--- config.mk ---
export PLATFORM = sky130hd
export DESIGN_NAME = sync_fifo_ctrl
export DESIGN_NICKNAME = d
export VERILOG_FILES = /design/src/rtl/sync_fifo_pkg.sv /design/src/rtl/sync_fifo_ptr.sv /design/src/rtl/sync_fifo_ctrl.sv
export SDC_FILE = /design/constraint.sdc
export NUM_CORES = 1
export LEC_CHECK = 0
export ABC_AREA = 0
export BUFFER_PORTS_ARGS = -buffer_cell sky130_fd_sc_hd__buf_2
export CORE_UTILIZATION = 34
export CTS_CLUSTER_SIZE = 14
export DETAILED_ROUTE_END_ITERATION = 10
export GPL_ROUTABILITY_DRIVEN = 0
export GPL_TIMING_DRIVEN = 0
export MAX_ROUTING_LAYER = met4
export PLACE_DENSITY_LB_ADDON = 0.2
export SLEW_MARGIN = 15
export SYNTH_ARGS = -nofsm -noshare
export SYNTH_HDL_FRONTEND = slang
export SYNTH_HIERARCHICAL = 1
export SYNTH_SLANG_ARGS = --single-unit
export TNS_END_PERCENT = 20
--- constraint.sdc ---
create_clock -name clk -period 3.2 [get_ports clk]
set_input_delay 0.64 -clock clk [delete_from_list [all_inputs] [get_ports clk]]
set_output_delay 0.64 -clock clk [all_outputs]
set_load 0.01 [all_outputs]
--- src/rtl/sync_fifo_pkg.sv ---
// Shared constants for the synch_fifo block: SRAM word/address widths,
// depth, count width and the almost-full threshold.
package sync_fifo_pkg;

   localparam int DW       = 32;
   localparam int AW       = 4;
   localparam int DEPTH    = 1 << AW;
   localparam int CW       = AW + 1;
   localparam int AF_LEVEL = 12;

endpackage

--- src/rtl/sync_fifo_ptr.sv ---
// Write/read pointers, occupancy count and status flag decode for the FIFO.
// Flags are decoded straight from the registered count.
module sync_fifo_ptr
   import sync_fifo_pkg::*;
(
   input  logic          clk,
   input  logic          rst_n,
   input  logic          push,
   input  logic          pop,
   output logic          push_ok,
   output logic          pop_ok,
   output logic [AW-1:0] wr_ptr,
   output logic [AW-1:0] rd_ptr,
   output logic [CW-1:0] count,
   output logic          full,
   output logic          empty,
   output logic          almost_full
);

   assign full        = (count == CW'(DEPTH));
   assign empty       = (count == '0);
   assign almost_full = (count >= CW'(AF_LEVEL));

   // A push while full is dropped even if a pop frees a slot this cycle.
   assign push_ok = push & ~full;
   assign pop_ok  = pop & ~empty;

   always_ff @(posedge clk or negedge rst_n) begin
      if (!rst_n) begin
         wr_ptr <= '0;
         rd_ptr <= '0;
         count  <= '0;
      end else begin
         if (push_ok)
            wr_ptr <= wr_ptr + AW'(1);
         if (pop_ok)
            rd_ptr <= rd_ptr + AW'(1);
         case ({push_ok, pop_ok})
            2'b10:   count <= count + CW'(1);
            2'b01:   count <= count - CW'(1);
            default: count <= count;
         endcase
      end
   end

endmodule

--- src/rtl/sync_fifo_ctrl.sv ---
// Push/pop FIFO controller driving a 16x32 dual-port SRAM with registered ports.
// Define SYNC_FIFO_CTRL_ERR_EN to build the sticky overflow/underflow flags.
module sync_fifo_ctrl
   import sync_fifo_pkg::*;
(
   input  logic          clk,
   input  logic          rst_n,
   input  logic          push,
   input  logic [DW-1:0] din,
   input  logic          pop,
   output logic [DW-1:0] dout,
   output logic          dout_valid,
   output logic          full,
   output logic          empty,
   output logic          almost_full,
   output logic [CW-1:0] count,
   output logic          overflow,
   output logic          underflow,
   output logic          sram_wren,
   output logic [AW-1:0] sram_wrptr,
   output logic [DW-1:0] sram_wrdata,
   output logic          sram_rden,
   output logic [AW-1:0] sram_rdptr,
   input  logic [DW-1:0] sram_rddata
);

   logic          push_ok;
   logic          pop_ok;
   logic [AW-1:0] wr_ptr;
   logic [AW-1:0] rd_ptr;
   logic          v1;

   sync_fifo_ptr u_ptr (
      .clk         (clk),
      .rst_n       (rst_n),
      .push        (push),
      .pop         (pop),
      .push_ok     (push_ok),
      .pop_ok      (pop_ok),
      .wr_ptr      (wr_ptr),
      .rd_ptr      (rd_ptr),
      .count       (count),
      .full        (full),
      .empty       (empty),
      .almost_full (almost_full)
   );

   assign dout = sram_rddata;

   // Address/data hold when idle; only the enables return to 0.
   always_ff @(posedge clk or negedge rst_n) begin
      if (!rst_n) begin
         sram_wren   <= 1'b0;
         sram_wrptr  <= '0;
         sram_wrdata <= '0;
         sram_rden   <= 1'b0;
         sram_rdptr  <= '0;
      end else begin
         sram_wren <= push_ok;
         sram_rden <= pop_ok;
         if (push_ok) begin
            sram_wrptr  <= wr_ptr;
            sram_wrdata <= din;
         end
         if (pop_ok)
            sram_rdptr <= rd_ptr;
      end
   end

   // v1 tracks the SRAM read cycle; dout_valid lines up with the registered rddata.
   always_ff @(posedge clk or negedge rst_n) begin
      if (!rst_n) begin
         v1         <= 1'b0;
         dout_valid <= 1'b0;
      end else begin
         v1         <= pop_ok;
         dout_valid <= v1;
      end
   end

`ifdef SYNC_FIFO_CTRL_ERR_EN
   always_ff @(posedge clk or negedge rst_n) begin
      if (!rst_n) begin
         overflow  <= 1'b0;
         underflow <= 1'b0;
      end else begin
         if (push && full)
            overflow <= 1'b1;
         if (pop && empty)
            underflow <= 1'b1;
      end
   end
`else
   assign overflow  = 1'b0;
   assign underflow = 1'b0;
`endif

endmodule

==> results of run 1 <==
[Yosys cell counts]
library cell | instances | area share (%)
dfrtp_1 | 56 | 51
buf_4 | 34 | 9.2
mux2_4 | 30 | 16
mux2_2 | 12 | 4.9
a21oi_1 | 6 | 1.1
ha_1 | 6 | 2.7
nor3b_1 | 5 | 1.4
xnor2_1 | 5 | 1.6
inv_1 | 4 | 0.54
buf_12 | 3 | 2.2
nand3_1 | 3 | 0.54
xor2_1 | 3 | 0.95
mux2_1 | 2 | 0.81
nand2_1 | 2 | 0.27
o21ai_0 | 2 | 0.36
a2111o_1 | 1 | 0.41
a21boi_1 | 1 | 0.27
a21o_1 | 1 | 0.27
and2_1 | 1 | 0.23
and4_1 | 1 | 0.32
buf_1 | 1 | 0.14
buf_6 | 1 | 0.41
clkbuf_1 | 1 | 0.14
conb_1 | 1 | 0.14
fa_1 | 1 | 0.72
nand4_1 | 1 | 0.23
nor2_1 | 1 | 0.14
nor4_2 | 1 | 0.45
o211ai_1 | 1 | 0.27
o211ai_2 | 1 | 0.45
o21ai_1 | 1 | 0.18
o21ai_4 | 1 | 0.59
o311ai_0 | 1 | 0.32
or4_1 | 1 | 0.27
or4_4 | 1 | 0.41
or4b_1 | 1 | 0.36
[worst max-delay path, delay by kind of cell, from the launching register on]
kind	cells	cell delay (ps)
and+or+nand+nor	1	610
DFF	1	480
AOI/OAI and AO/OA	3	530
muxes	1	350
adders and majority gates	2	710
buffers and inverters	1	150
[state kept, by name, indices dropped and copies added (netlist names)]
| name | count |
|---|---|
| sram_rdptr | 4 |
| sram_wren | 1 |
| sram_wrdata | 32 |
| u_ptr/rd_ptr | 4 |
| u_ptr/wr_ptr | 4 |
| v1 | 1 |
| sram_wrptr | 4 |
| dout_valid | 1 |
| u_ptr/count | 5 |
[how the worst min path moves through the flow]
stage	from	to	cells past startpoint
2_1_floorplan	rst_n	dout_valid	0
3_3_place_gp	v1	dout_valid	0
3_5_place_dp	v1	dout_valid	0
4_1_cts	v1	dout_valid	0
5_1_grt	v1	dout_valid	0
6_report	rst_n	sram_wrdata[25]	1
[cell type report]
type	instances	area [um^2]	share of cell area [%]
timing repair buffer	118	593.1	16.52
buffer	40	334.1	9.303
inverter	4	15.01	0.4181
sequential	56	1401	39.02
clock buffer	7	86.33	2.404
clock inverter	1	7.507	0.2091
multi-input combinational	95	1026	28.57
tap	102	127.6	3.554
[cell families after synthesis]
kind of cell             share of synthesized area, %
flip-flops                                      50.59
multiplexers                                    21.95
buffers and inverters                           12.60
AND/OR/NAND/NOR                                 4.562
AO/OA/AOI/OAI                                   4.201
XOR/XNOR                                        2.529
adder cells (fa/ha/maj)                         3.433
other                                          0.1354
[routing by layer]
metal	global-route usage, %	share of wire [%]
met5	-	0
met1	15.74	45
met3	2.985	6.3
met2	20.46	47
met4	4.297	1.4
[stage by stage]
step / power (mW) / instance area, um^2 / std cells / hold slack (ps)
floorplan: 1.771 / 2774 / 195 / 344.4
global placement: 2.104 / 3492 / 415 / 353.9
detailed placement: 2.124 / 3495 / 415 / 361.6
CTS: 2.538 / 3588 / 423 / 384.2
global route: 2.683 / 3591 / 423 / 395.1
finish: 2.495 / 3591 / 423 / 378.1
[report_power, final]
| part | total (mW) | leakage [nW] | switching (mW) | internal, mW |
|---|---|---|---|---|
| registers | 1.10 | 0.657 | 0.174 | 0.929 |
| logic | 0.994 | 1.14 | 0.451 | 0.543 |
| clock network | 0.399 | 0.0445 | 0.222 | 0.177 |
[repair_timing]
item	CTS	global route
setup endpoints to repair	0	1
hold endpoints to repair	0	0
setup buffers	0	0
hold buffers	0	0
gates resized for setup	0	1
[cell usage in the layout (no fill, tap or decap), types with 5 or more instances in the layout]
cell and n:
buf_2 117, dfrtp_1 56, buf_4 35, mux2_4 30, mux2_2 12, clkbuf_8 6, a21oi_1 6, xnor2_1 5
nor3b_1 5, ha_1 5
==> impl_metrics.json, run 1 <==
{
  "status": "complete, no violations",
  "fillers": 744,
  "syn2layout_area_growth_pct": 29.63,
  "irDropWorstVdd_uv": 380.8,
  "worstSetupEndpoint": "u_ptr/count[4]",
  "period_share_pct": 91.12,
  "antenna_found_initial": 0,
  "max-slew-margin-rel_pct": 53.55,
  "cp-start-kind": "flop",
  "required_ps": 3430,
  "grt_pass1_vias": 1750,
  "synth_cells": 194,
  "antenna_left": 0,
  "die_height_um": 92.27,
  "seq_area_frac_synth_pct": 50.59,
  "worst_clock_skew_ps": 9.356,
  "clk_pin_slew_worst_paths_ps": 100,
  "drv_slew": 0,
  "cp-startpoint": "u_ptr/count[0]",
  "drtPass1Iterations": 4,
  "rsz0062_at_grt": "no",
  "critical_path.slowest_cell": "or4_4",
  "insertion_delay_ps": 300,
  "overflow": 0,
  "rows": 32,
  "fmax_mhz": 342.9,
  "r2r_slack_ps": 280,
  "drc": 0,
  "avgSynthCellArea_um2": 14.28,
  "grt_first_pass_wirelength_um": 8362,
  "initial_core_util_pct": 35.48,
  "p_leak_nw": 1.845,
  "critical_path_class": "reg2reg",
  "drive_above_1_share_pct": 65.42,
  "cts_tree": "done",
  "reg2reg_depth": 8,
  "ys_ff_latch": 56,
  "grt_max_degree": 57,
  "crit_arrival_ps": 3150,
  "hold_class": "in2async",
  "finalNetCount": 395,
  "path_max_fanout": 10,
  "routed_wl_um": 5082,
  "cts_sinks": 56,
  "grt_use_total_pct": 12.72,
  "rr_endpoint": "u_ptr/count[4]",
  "cts_max_level": 2,
  "hpwl_um": 3777,
  "synthesis.area_um2": 2770,
  "numCtsBuffers": 5,
  "drt-initial-drc-count": 26,
  "dp_slack_ps": 171.6,
  "boundaryPins": 153,
  "period_needed_ps": 2916,
  "post-route-util_pct": 45.99,
  "diodes": 0,
  "cpPeakStageDelay_ps": 610,
  "die-width_um": 92.27,
  "crit_chain": "or4_4 > o21ai_4 > inv_1 > ha_2 > fa_1 > a21oi_1 > mux2_2 > o211ai_1",
  "core_um2": 7807,
  "io_buffer_count": 118,
  "setup_ws_ps": 284.0,
  "num_vias": 1821,
  "ys.warnings.count": 6,
  "cap_violations": 0,
  "crit_path_end_kind": "flop",
  "hold_violations": 0,
  "via_per_inst": 4.305,
  "wl_per_cell_um": 12.01,
  "p_per_area_nw_per_um2": 694.7,
  "clk_path_buf_depth": 2,
  "timing.rr.start": "u_ptr/count[0]",
  "tns_ps": 0,
  "max_slew.worst_pin.slew_ps": 696.7,
  "setup_violations": 0,
  "dieArea_um2": 8513,
  "ys_types": 36,
  "cts-root-buf": "clkbuf_8"
}
Power figures use the tool's default switching activity.
==> inputs of run 2 (changes only) <==
- clock period: 3.2 -> 2.5 ns (I/O delays scaled with it)
==> run 2 against run 1 <==
Compared with the run above: fmax increased by 17%; flip-flop and latch count unchanged; wire length barely moved; clock-buffer cell count fell by 1; final cell count is 3.1% higher; setup slack lost 280 ps; utilization grew 2.3 points; global-route usage shrank 0.19 points; final area grew 4.9%; power up 38%; sequential share of layout area shrank 1.7 points; first-iteration DRC count rose to 2.9 times the previous value.
==> impl_metrics.json, run 2 (synthesis results as in run 1) <==
{
  "numCtsBuffers": 5,
  "hold_class": "in2async",
  "drive_above_1_share_pct": 70.36,
  "antenna_left": 0,
  "insertion_delay_ps": 300,
  "routed_wl_um": 5079,
  "finalNetCount": 408,
  "postLayoutCellArea_um2": 3769,
  "whs_ps": 230.7,
  "post-route-util_pct": 48.27,
  "drv_slew": 0,
  "crit_path_end_kind": "flop",
  "rr_endpoint": "u_ptr/count[3]",
  "fmax_mhz": 400.8,
  "hpwl_um": 3721,
  "dieArea_um2": 8513,
  "max_slew.worst_pin.slew_ps": 685.3,
  "path_max_fanout": 5,
  "p_per_area_nw_per_um2": 916.2,
  "cts_sinks": 56,
  "r2r_slack_ps": 5,
  "worst_clock_skew_ps": 6.516,
  "rows": 32,
  "p_leak_nw": 1.921,
  "grt_pass1_vias": 1680,
  "cts-root-buf": "clkbuf_8",
  "diodes": 0,
  "final_common_cell": "buf_2",
  "intPower_mw": 2.324,
  "drc": 0,
  "placed_area_um2": 3526,
  "power_frac_seq_pct": 40.5,
  "status": "complete, no violations",
  "switching_share_pct": 32.70,
  "netSwitchingPower_mw": 1.129,
  "cts_max_level": 2,
  "wl_per_cell_um": 11.65,
  "grt_first_pass_wirelength_um": 8093,
  "rsz0062_at_grt": "yes",
  "cp-start-kind": "flop",
  "required_ps": 2740,
  "power_mw": 3.453,
  "boundaryPins": 153,
  "die-width_um": 92.27,
  "syn2layout_area_growth_pct": 36.04,
  "antenna_found_initial": 0,
  "grt_use_total_pct": 12.53,
  "die_height_um": 92.27,
  "dp_slack_ps": -213.8,
  "via_per_inst": 4.365,
  "core_um2": 7807,
  "setup_violations": 0,
  "power_frac_comb_pct": 42.8,
  "irDropWorstVdd_uv": 505.3,
  "period_share_pct": 99.79,
  "initial_core_util_pct": 35.48,
  "crit_arrival_ps": 2740,
  "setup_ws_ps": 5.186,
  "layout_common_cells": "buf_2, dfrtp_1, buf_4",
  "max-slew-margin-rel_pct": 54.31,
  "io_buffer_count": 118,
  "drt-initial-drc-count": 76,
  "overflow": 0,
  "clk_path_buf_depth": 2,
  "cts_tree": "done",
  "reg2reg_depth": 8,
  "grt_max_degree": 57,
  "hold_violations": 0,
  "num_vias": 1903,
  "timing.rr.start": "u_ptr/count[2]",
  "clk_pin_slew_worst_paths_ps": 90,
  "largest_reg_flops": 32,
  "critical_path_class": "reg2reg",
  "power_frac_clock_pct": 16.7,
  "cap_violations": 0,
  "reg_top3": "sram_wrdata x32, u_ptr/count x5",
  "drtPass1Iterations": 4,
  "top_register": "sram_wrdata",
  "period_needed_ps": 2495
}
[run 2: cell count changes in the layout (fill, tap and decap cells not counted), moves of 2 or more]
cell	previous run	this run
dfrtp_1	56	52
ha_4	0	2
buf_4	35	48
ha_1	5	3
dfrtp_2	0	4
[run 2: worst max path at each step]
stage / startpoint / endpoint / slack, ps / cells after the start
after detailed placement: u_ptr/count[3] / u_ptr/count[4] / -210 / 8
final: u_ptr/count[2] / u_ptr/count[3] / 5 / 8
after floorplan: u_ptr/count[2] / u_ptr/count[4] / -50 / 8
after global routing: u_ptr/count[2] / u_ptr/count[4] / -80 / 9
after global placement: u_ptr/count[3] / u_ptr/count[4] / -200 / 8
after CTS: u_ptr/count[3] / u_ptr/count[4] / -60 / 8
[run 2: worst max-delay path: stages, from the launching register on]
cell and delay [ps]:
dfrtp_2 420, or4_4 550, o21ai_4 170, inv_4 50, ha_4 180, ha_2 380, inv_1 60, or4_1 520
nand3_1 90
[run 2: layout make-up]
cell class	count	area, um^2
flip-flops and latches	56	1406
plain buffers	40	334.1
clock buffers	6	72.57
fillers	719	4039
clock inverters	2	35.03
repair buffers	131	690.7
inverters	4	17.52
well taps	102	127.6
multi-input cells	95	1085
[run 2: power groups by stage]
stage          Combinational, mW  Clock [mW]  Sequential, mW
2_1_floorplan              0.787           0            1.51
3_3_place_gp                1.29           0            1.44
3_5_place_dp                1.32           0            1.44
4_1_cts                     1.48       0.610            1.40
5_1_grt                     1.62       0.643            1.44
6_report                    1.48       0.576            1.40
[run 2: per-layer routing]
layer / up-vias / GRT usage (%) / part of all wire (%)
li1: 921 / - / -
met2: 84 / 20.02 / 48
met4: 0 / 5.859 / 1.7
met1: 890 / 15.52 / 44
met3: 8 / 2.073 / 6.2
met5: - / - / 0
[run 2: stage by stage]
stage / cells / setup TNS [ps]
detailed placement: 415 / -382.3
finish: 436 / 0
CTS: 434 / -108.0
global route: 436 / -141.0
floorplan: 195 / -72.05
global placement: 415 / -337.4
[run 2: timing repair]
action / CTS / global route
resized for setup: 6 / 4
pin swaps: 5 / 7
hold buffers: 0 / 0
gates cloned: 0 / 0
endpoints found under the setup margin: 3 / 3
buffers inserted: 11 / 2
